$ cat src/rtl/uart_tx_fifo_if.sv
// Host-write, status and UART_TX launch signals of uart_tx_fifo.
// o_Count exists only when UART_TXF_COUNT_EN is defined.
interface uart_tx_fifo_if #(
   parameter int DEPTH_LOG2 = 4
);
   logic                  i_Wr_DV;
   logic [7:0]            i_Wr_Byte;
   logic                  o_Full;
   logic                  o_Empty;
   logic                  o_Overflow;
   logic                  o_Busy;
   logic                  o_TX_DV;
   logic [7:0]            o_TX_Byte;
   logic                  i_TX_Done;
`ifdef UART_TXF_COUNT_EN
   logic [DEPTH_LOG2:0]   o_Count;
`endif

   modport slave (
      input  i_Wr_DV, i_Wr_Byte, i_TX_Done,
      output o_Full, o_Empty, o_Overflow, o_Busy, o_TX_DV, o_TX_Byte
`ifdef UART_TXF_COUNT_EN
      , output o_Count
`endif
   );

   modport master (
      output i_Wr_DV, i_Wr_Byte, i_TX_Done,
      input  o_Full, o_Empty, o_Overflow, o_Busy, o_TX_DV, o_TX_Byte
`ifdef UART_TXF_COUNT_EN
      , input o_Count
`endif
   );
endinterface

$ cat src/rtl/uart_tx_fifo.sv
// Byte FIFO plus launch sequencer feeding UART_TX one byte per o_TX_Done.
// Define UART_TXF_COUNT_EN to add the registered occupancy output o_Count.
module uart_tx_fifo #(
   parameter int DEPTH_LOG2 = 4
) (
   input  logic          i_Clock,
   input  logic          i_Reset,
   uart_tx_fifo_if.slave bus
);
   localparam int DEPTH = 2 ** DEPTH_LOG2;

   typedef logic [DEPTH_LOG2:0] ptr_t;
   typedef enum logic [1:0] {IDLE, LAUNCH, GUARD, WAIT_DONE} state_e;

   state_e     state_q, state_d;
   ptr_t       wr_ptr_q, wr_ptr_d;
   ptr_t       rd_ptr_q, rd_ptr_d;
   logic       full_q, full_d;
   logic       empty_q, empty_d;
   logic       overflow_q, overflow_d;
   logic [7:0] tx_byte_q, tx_byte_d;
   logic [7:0] mem_q [DEPTH];
   logic       wr_en;
   logic       pop;

   // NOTE: every variable assigned in always_comb gets a default first, so no path can infer a latch.
   always_comb begin
      state_d = state_q;
      case (state_q)
         IDLE:      if (!empty_q) state_d = LAUNCH;
         LAUNCH:    state_d = GUARD;
         GUARD:     state_d = WAIT_DONE;
         WAIT_DONE: if (bus.i_TX_Done) state_d = IDLE;
         default:   state_d = IDLE;
      endcase
   end

   always_comb begin
      wr_en      = bus.i_Wr_DV && !full_q;
      pop        = (state_q == LAUNCH);
      wr_ptr_d   = wr_ptr_q + ptr_t'(wr_en);
      rd_ptr_d   = rd_ptr_q + ptr_t'(pop);
      empty_d    = (wr_ptr_d == rd_ptr_d);
      full_d     = (wr_ptr_d[DEPTH_LOG2] != rd_ptr_d[DEPTH_LOG2]) &&
                   (wr_ptr_d[DEPTH_LOG2-1:0] == rd_ptr_d[DEPTH_LOG2-1:0]);
      overflow_d = overflow_q || (bus.i_Wr_DV && full_q);
      // Head byte is captured on entry to LAUNCH so it is stable while o_TX_DV is high.
      tx_byte_d  = tx_byte_q;
      if (state_q == IDLE && !empty_q) tx_byte_d = mem_q[rd_ptr_q[DEPTH_LOG2-1:0]];
   end

   // NOTE: sequential state uses non-blocking assignments so all registers update from pre-edge values.
   always_ff @(posedge i_Clock) begin
      if (i_Reset) begin
         state_q    <= IDLE;
         wr_ptr_q   <= '0;
         rd_ptr_q   <= '0;
         full_q     <= 1'b0;
         empty_q    <= 1'b1;
         overflow_q <= 1'b0;
         tx_byte_q  <= 8'h00;
      end else begin
         state_q    <= state_d;
         wr_ptr_q   <= wr_ptr_d;
         rd_ptr_q   <= rd_ptr_d;
         full_q     <= full_d;
         empty_q    <= empty_d;
         overflow_q <= overflow_d;
         tx_byte_q  <= tx_byte_d;
      end
   end

   // NOTE: the storage array has no reset; the pointers alone define which entries are valid.
   always_ff @(posedge i_Clock) begin
      if (wr_en) mem_q[wr_ptr_q[DEPTH_LOG2-1:0]] <= bus.i_Wr_Byte;
   end

`ifdef UART_TXF_COUNT_EN
   ptr_t count_q;

   always_ff @(posedge i_Clock) begin
      if (i_Reset) count_q <= '0;
      else         count_q <= wr_ptr_d - rd_ptr_d;
   end

   assign bus.o_Count = count_q;
`endif

   assign bus.o_Full     = full_q;
   assign bus.o_Empty    = empty_q;
   assign bus.o_Overflow = overflow_q;
   assign bus.o_Busy     = (state_q != IDLE) || !empty_q;
   assign bus.o_TX_DV    = (state_q == LAUNCH);
   assign bus.o_TX_Byte  = tx_byte_q;
endmodule
$ cat src/flat_wrapper.sv
// flat-port wrapper written by rule: the top's interface ports become plain ports
module uart_tx_fifo_flat 
#(
   parameter int DEPTH_LOG2 = 4
)
  (i_Clock, i_Reset, bus_i_Wr_DV, bus_i_Wr_Byte, bus_i_TX_Done, bus_o_Full, bus_o_Empty, bus_o_Overflow, bus_o_Busy, bus_o_TX_DV, bus_o_TX_Byte);
  uart_tx_fifo_if #(.DEPTH_LOG2(DEPTH_LOG2)) bus_i ();
  input  logic i_Clock;
  input  logic i_Reset;
  input wire logic [$bits(bus_i.i_Wr_DV)-1:0] bus_i_Wr_DV;
  input wire logic [$bits(bus_i.i_Wr_Byte)-1:0] bus_i_Wr_Byte;
  input wire logic [$bits(bus_i.i_TX_Done)-1:0] bus_i_TX_Done;
  output wire logic [$bits(bus_i.o_Full)-1:0] bus_o_Full;
  output wire logic [$bits(bus_i.o_Empty)-1:0] bus_o_Empty;
  output wire logic [$bits(bus_i.o_Overflow)-1:0] bus_o_Overflow;
  output wire logic [$bits(bus_i.o_Busy)-1:0] bus_o_Busy;
  output wire logic [$bits(bus_i.o_TX_DV)-1:0] bus_o_TX_DV;
  output wire logic [$bits(bus_i.o_TX_Byte)-1:0] bus_o_TX_Byte;
  assign bus_i.i_Wr_DV = bus_i_Wr_DV;
  assign bus_i.i_Wr_Byte = bus_i_Wr_Byte;
  assign bus_i.i_TX_Done = bus_i_TX_Done;
  assign bus_o_Full = bus_i.o_Full;
  assign bus_o_Empty = bus_i.o_Empty;
  assign bus_o_Overflow = bus_i.o_Overflow;
  assign bus_o_Busy = bus_i.o_Busy;
  assign bus_o_TX_DV = bus_i.o_TX_DV;
  assign bus_o_TX_Byte = bus_i.o_TX_Byte;
  uart_tx_fifo #(.DEPTH_LOG2(DEPTH_LOG2)) u_core (.i_Clock(i_Clock), .i_Reset(i_Reset), .bus(bus_i));
endmodule
$ cat config.mk
export PLATFORM = sky130hd
export DESIGN_NAME = uart_tx_fifo_flat
export DESIGN_NICKNAME = d
export VERILOG_FILES = /design/src/rtl/uart_tx_fifo_if.sv /design/src/rtl/uart_tx_fifo.sv /design/src/flat_wrapper.sv
export SDC_FILE = /design/constraint.sdc
export NUM_CORES = 1
export LEC_CHECK = 0
export CAP_MARGIN = 0
export CORE_MARGIN = 2
export CORE_UTILIZATION = 54
export CTS_CLUSTER_SIZE = 25
export DETAILED_ROUTE_END_ITERATION = 8
export PLACE_DENSITY_LB_ADDON = 0.1
export SLEW_MARGIN = 20
export SYNTH_ARGS = -nofsm -noshare
export SYNTH_HDL_FRONTEND = slang
export SYNTH_SLANG_ARGS = --single-unit
$ cat constraint.sdc
create_clock -name i_Clock -period 1.9 [get_ports i_Clock]
set_input_delay 0.285 -clock i_Clock [delete_from_list [all_inputs] [get_ports i_Clock]]
set_output_delay 0.285 -clock i_Clock [all_outputs]
set_load 0.03 [all_outputs]
==> metrics.txt, run 1 <==
first-pass GRT wire length=18400 µm; Hold WS=0.403 ns; Worst Skew=0.00913 ns; Routed Antenna Nets=0; Clk pin slew, worst setup/hold paths=0.06 ns; LEAKAGE=2.48 nW; worst skew pair latency=0.53 ns; Port Buf Inserts=24; Data arrival, critical path=1.56 ns; VDD IR max=0.000706 V; die height=109 µm; CTS buffer count=17; final WL=12100 µm; Bufs on Longest Clock Path=2; HP Class=input pin to flip-flop; setup_tns=0 ns; worst setup path start=u_core.bus.o_TX_Byte[4]$_SDFFE_PP0P_; Worst EP required=1.62 ns; final hold vios=0; fin. max-slew vios=0; # clock sinks=151; Tot Pwr=9.91 mW; vias in the first global route=3166; total grt overflow=0; most common cell after layout, fill and taps aside=edfxtp_1; Slowest cell on crit path=clkdlybuf4s50_1; Slew @ Worst Pin=0.691 ns; Max-cap violations=0; Root Buffer=clkbuf_8; DRT Pass-1 Iters=5; Yosys top cell area share=0.649; PD cells=1350 nW/µm²; Iter 0 DRT Violations=220; Tcrit/Tclk final=0.968; # DRC=0; initial antenna violation count=0; Fill cells=726; reg2reg start=u_core.rd_ptr_q[0]$_SDFF_PP0_; sequential-to-total area share from yosys stat=0.727; crit-path max FO=2; gr usage total=0.227; Max H-tree Level=4; CP endpoint kind=primary output; RSZ-0062 raised after global routing=true; GR Layer Usage met1=0.325; busiest grt layer=met2; DR vias/cell=5.87; endpoints failing setup=0; Buf/Inv on CP=1; Tmin final=1.84 ns; Synth area leader=edfxtp_1; Unique masters post-synth=31; Initial Util=0.549; via count=3122; most frequent cells in the layout=edfxtp_1, buf_4, mux4_2; critical path's top delay family=buffers and inverters; YS warnings=0; HPWL after detailed placement=7570 µm; hold_sp=bus_i_Wr_DV; met2 usage=0.335; full die area=11800 µm²; synth-to-layout area growth=23.8%; n_diodes=0; # IOs=25; routability cong.=0.843; crit path launch type=flip-flop; CTS tree=done; Synth Instances=317; Yosys reg bits=151; slew margin rel.=0.538; DIE WIDTH=109 µm; post-CTS setup buffer count=0; run status=finished clean; fmax=543 MHz; CP max stage delay=0.68 ns; Synth Net Count=338; grt met3 use=0.0580; num rows=38; cell area after synthesis=5920 µm²; number of hold buffers added after CTS=0; CP Cell Sequence=clkdlybuf4s50_1; layout cell share with drive strength beyond 1=0.258; synthesized area per cell=18.7 µm²; core footprint=10800 µm²; DR WL/cell=22.7 µm; Synth area leaders=edfxtp_1, mux4_2, dfxtp_1; Layout Nets=400; critical path class=flip-flop to primary output; largest net degree at the start of global routing=21
[power by group]
| part | total (mW) | internal [mW] | switching [mW] |
|---|---|---|---|
| Sequential | 3.85 | 3.74 | 0.107 |
| Combinational | 2.01 | 1.01 | 1.01 |
| Clock | 4.05 | 2.79 | 1.26 |
| Total | 9.91 | 7.53 | 2.38 |
[routing by layer]
| layer | routed length, µm | vias up |
|---|---|---|
| li1 | - | 1381 |
| met5 | 0 | - |
| met2 | 5690 | 134 |
| met4 | 289 | 0 |
| met1 | 5250 | 1584 |
| met3 | 851 | 23 |
[stage by stage]
stage | utilization | setup slack (ns) | instance area (µm²) | cells
floorplan | - | 0.0189 | 5930 | 317
finish | 0.679 | 0.0600 | 7330 | 532
detailed placement | 0.607 | -0.380 | 6550 | 500
global route | 0.679 | -0.0310 | 7330 | 532
global placement | 0.607 | -0.355 | 6550 | 500
CTS | 0.675 | 0.0145 | 7290 | 532
[layout make-up]
class / instances / area [µm²] / share of cell area
repair buffers: 59 / 552 / 0.0753
well taps: 140 / 175 / 0.0239
clock buffers: 18 / 418 / 0.0570
multi-input cells: 146 / 1560 / 0.213
clock inverters: 14 / 302 / 0.0411
inverters: 4 / 15.0 / 0.00205
flip-flops and latches: 151 / 4310 / 0.588
[cell usage after synthesis]
master and instances:
nor2b_1 7, nand3b_1 2, buf_6 1, o21ai_1 1, nand2_1 10, mux2i_1 1, buf_4 1, a21oi_1 9
buf_1 1, mux4_1 10, o31ai_1 1, nor4b_1 1, nand3_1 6, nor3_1 5, nand2b_1 3, or3b_1 1
xor2_1 6, buf_8 3, a21o_1 8, dfxtp_1 23, xnor2_1 5, ha_1 9, buf_2 3, nor2_1 21
edfxtp_1 128, mux4_2 22, inv_1 4, clkbuf_1 7, a22oi_1 16, and2_1 1, a211oi_1 1
[path summary, 6_finish.rpt]
path                                           to  slack (ns)  cells after the start
max                              bus_o_TX_Byte[4]        0.06                      1
min              u_core.bus.o_Overflow$_SDFF_PP0_        0.40                      3
max reg2reg  u_core.bus.o_TX_Byte[5]$_SDFFE_PP0P_        0.08                      5
min reg2reg  u_core.bus.o_TX_Byte[6]$_SDFFE_PP0P_        0.46                      2
[state kept, by name (all words and copies together) (netlist names)]
register               cells
u_core.bus.o_Empty         1
u_core.bus.o_Full          1
u_core.bus.o_Overflow      1
u_core.bus.o_TX_Byte       8
u_core.mem_q             128
u_core.rd_ptr_q            5
u_core.state_q             2
u_core.wr_ptr_q            5
[what timing repair did]
| action | CTS | global route |
|---|---|---|
| resized for setup | 9 | 11 |
| endpoints found under the setup margin | 3 | 15 |
| pin swaps | 0 | 6 |
[logic make-up (layout without fill, tap and decap cells)]
group	count (synthesis)	in the layout	synth area share
xor gates and xnor gates	11	11	0.0163
adders and majority gates	9	9	0.0190
muxes	33	33	0.130
and+or+nand+nor	57	57	0.0461
buffers and inverters	20	95	0.0209
AOI/OAI and AO/OA	36	36	0.0414
DFF	151	151	0.727
Note: power is estimated with default switching activity, not from simulation.
==> run 2, diff against run 1 <==
--- a/config.mk
+++ b/config.mk
@@ -7,11 +7,11 @@
 export LEC_CHECK = 0
 export CAP_MARGIN = 0
 export CORE_MARGIN = 2
-export CORE_UTILIZATION = 54
+export CORE_UTILIZATION = 55
 export CTS_CLUSTER_SIZE = 25
 export DETAILED_ROUTE_END_ITERATION = 8
-export PLACE_DENSITY_LB_ADDON = 0.1
-export SLEW_MARGIN = 20
+export DONT_BUFFER_PORTS = 1
+export PLACE_DENSITY = 0.83
 export SYNTH_ARGS = -nofsm -noshare
 export SYNTH_HDL_FRONTEND = slang
 export SYNTH_SLANG_ARGS = --single-unit
==> metrics.txt, run 2 (synthesized netlist as in run 1, its figures left out) <==
DRT Pass-1 Iters=5 (unchanged); VDD IR max=0.000788 V (+12%); crit-path max FO=9 (+7); core footprint=10400 µm² (-3.9%); Sequential cell area=4310 µm² (about the same); WHS Path Cells=3 (unchanged); Iter 0 DRT Violations=388 (+76%); Data arrival, critical path=2.20 ns (+0.64 ns); Slowest cell on crit path=mux4_1; crit path launch type=flip-flop; reg2reg start=u_core.rd_ptr_q[0]$_SDFF_PP0_; fin. max-slew vios=0 (unchanged); HPWL after detailed placement=6880 µm (-9.2%); worst skew pair latency=0.52 ns (about the same); CTS tree=done; CP Cell Sequence=buf_12 > mux4_1 > a22oi_1 > a21o_1 > a21oi_1; LEAKAGE=2.35 nW (-5.2%); Tmin final=1.85 ns (+0.00860 ns); Worst R2R Path Depth=5 (unchanged); first-pass GRT wire length=18600 µm (+1.0%); total grt overflow=0 (unchanged); Core Util, Final=0.682 (+0.00272); Layout Nets=389 (-2.8%); r2r setup slk=0.05 ns (-0.03 ns); footprint of the multi-input gates=1570 µm² (+0.80%); Initial Util=0.571 (+0.0224); worst hold endpoint=u_core.state_q[1]$_SDFFE_PP0P_; most frequent cells in the layout=edfxtp_1, buf_4, mux4_2, dfxtp_1, nor2_1; num rows=37 (-2.6%); PD cells=1290 nW/µm² (-4.6%); Fill cells=632 (-13%); run status=finished clean; Tcrit/Tclk final=0.973 (+0.00453); DIE WIDTH=108 µm (-0.88%); Clk pin slew, worst setup/hold paths=0.07 ns (about the same); most common cell after layout, fill and taps aside=edfxtp_1; critical path class=flip-flop to flip-flop; fmax=541 MHz (-0.46%); DR vias/cell=6.07 (+3.5%); CP max stage delay=0.57 ns (-0.11 ns); vias in the first global route=3258 (+2.9%); # DRC=0 (unchanged); Worst Skew=0.0118 ns (+0.00267 ns); Slew @ Worst Pin=0.997 ns (+0.306 ns); endpoints failing setup=0 (unchanged); CTS buffer count=17 (unchanged); final WL=12200 µm (+1.1%); DR WL/cell=23.6 µm (+4.1%); full die area=11600 µm² (-1.7%); gr usage total=0.229 (+0.00211); slew margin rel.=0.333 (-0.205); n_diodes=0 (unchanged); die height=108 µm (-0.88%); Bufs on Longest Clock Path=2 (unchanged); layout cell share with drive strength beyond 1=0.276 (+0.0179); Worst EP required=2.25 ns (+0.63 ns); CP endpoint kind=flip-flop; Max H-tree Level=4 (unchanged); largest net degree at the start of global routing=35 (+67%); Routed Antenna Nets=0 (unchanged); initial antenna violation count=0 (unchanged); RR Endpoint=u_core.bus.o_TX_Byte[0]$_SDFFE_PP0P_; Root Buffer=clkbuf_8; # clock sinks=151 (unchanged); via count=3140 (+0.58%); routability cong.=0.805 (-4.5%); Port Buf Inserts=0 (-100%); Setup WS pre-CTS=-0.106 ns (+0.274 ns); # IOs=25 (unchanged); Hold WS=0.102 ns (-0.301 ns); setup_tns=0 ns (unchanged); Setup WS post-layout=0.0514 ns (-0.00860 ns); number of flip-flops in the largest register=128 (unchanged); HP Class=input pin to flip-flop; hold_sp=bus_i_TX_Done; synth-to-layout area growth=19.4%; final hold vios=0 (unchanged); Max-cap violations=0 (unchanged)
[run 2: changes by cell type in the layout (fill, tap and decap cells not counted), sizes merged, moves of 2 or more]
cell,change
clkdlybuf4s50,-20
dlygate4sd3,+10
bufinv,-7
inv,+6
buf,+2
clkinvlp,+2
dlymetal6s2s,-2
[run 2: critical path: cells and delay by family (launching register included)]
kind                   cells  cell delay, ns
AO/OA/AOI/OAI              3            0.54
multiplexers               1            0.57
flip-flops                 1            0.41
buffers and inverters      1            0.16
[run 2: per-layer routing]
metal	wire length, µm	track usage	part of all wire	vias up
met4	378	0.106	0.031	0
met1	4720	0.284	0.39	1582
met2	6210	0.370	0.51	159
li1	-	-	-	1371
met3	913	0.0714	0.075	28
met5	0	0	0	-
[run 2: area by class of cell]
class | instances | area share
Timing Repair Buffer | 48 | 0.0598
Multi-Input combinational cell | 146 | 0.222
Inverter | 4 | 0.00212
Clock buffer | 17 | 0.0586
Tap cell | 136 | 0.0241
Clock inverter | 15 | 0.0239
Sequential cell | 151 | 0.609
[run 2: where the power goes]
group | total [mW] | switching [mW] | internal (mW)
combinational | 1.86 | 0.898 | 0.962
clock | 3.30 | 1.40 | 1.90
sequential | 3.97 | 0.229 | 3.74
total | 9.12 | 2.52 | 6.60
[run 2: stage by stage]
stage / total power, mW / cell area [µm²] / std cells
floorplan: 5.27 / 5930 / 317
global placement: 5.60 / 6260 / 468
detailed placement: 5.67 / 6260 / 468
CTS: 9.03 / 6970 / 510
global route: 9.45 / 7070 / 517
finish: 9.12 / 7070 / 517
[run 2: worst max-delay path by stage]
stage | from | to | slack [ns] | cells past startpoint
3_5_place_dp | u_core.state_q[1]$_SDFFE_PP0P_ | u_core.bus.o_Full$_SDFF_PP0_ | -0.11 | 8
6_report | u_core.rd_ptr_q[0]$_SDFF_PP0_ | u_core.bus.o_TX_Byte[0]$_SDFFE_PP0P_ | 0.05 | 5
2_1_floorplan | u_core.state_q[1]$_SDFFE_PP0P_ | u_core.bus.o_Full$_SDFF_PP0_ | 0.02 | 8
3_3_place_gp | u_core.state_q[1]$_SDFFE_PP0P_ | u_core.bus.o_Full$_SDFF_PP0_ | 0.1 | 8
5_1_grt | u_core.state_q[1]$_SDFFE_PP0P_ | u_core.bus.o_Full$_SDFF_PP0_ | -0.008 | 8
4_1_cts | u_core.rd_ptr_q[0]$_SDFF_PP0_ | u_core.bus.o_TX_Byte[5]$_SDFFE_PP0P_ | 0.01 | 5
[run 2: repair_timing]
action,4_1_cts,5_1_grt
hold buffers,10,0
pin swaps,3,3
setup endpoints to repair,2,13
cloned,0,0
resized for setup,4,9
hold endpoints to repair,151,0
setup buffers,0,7
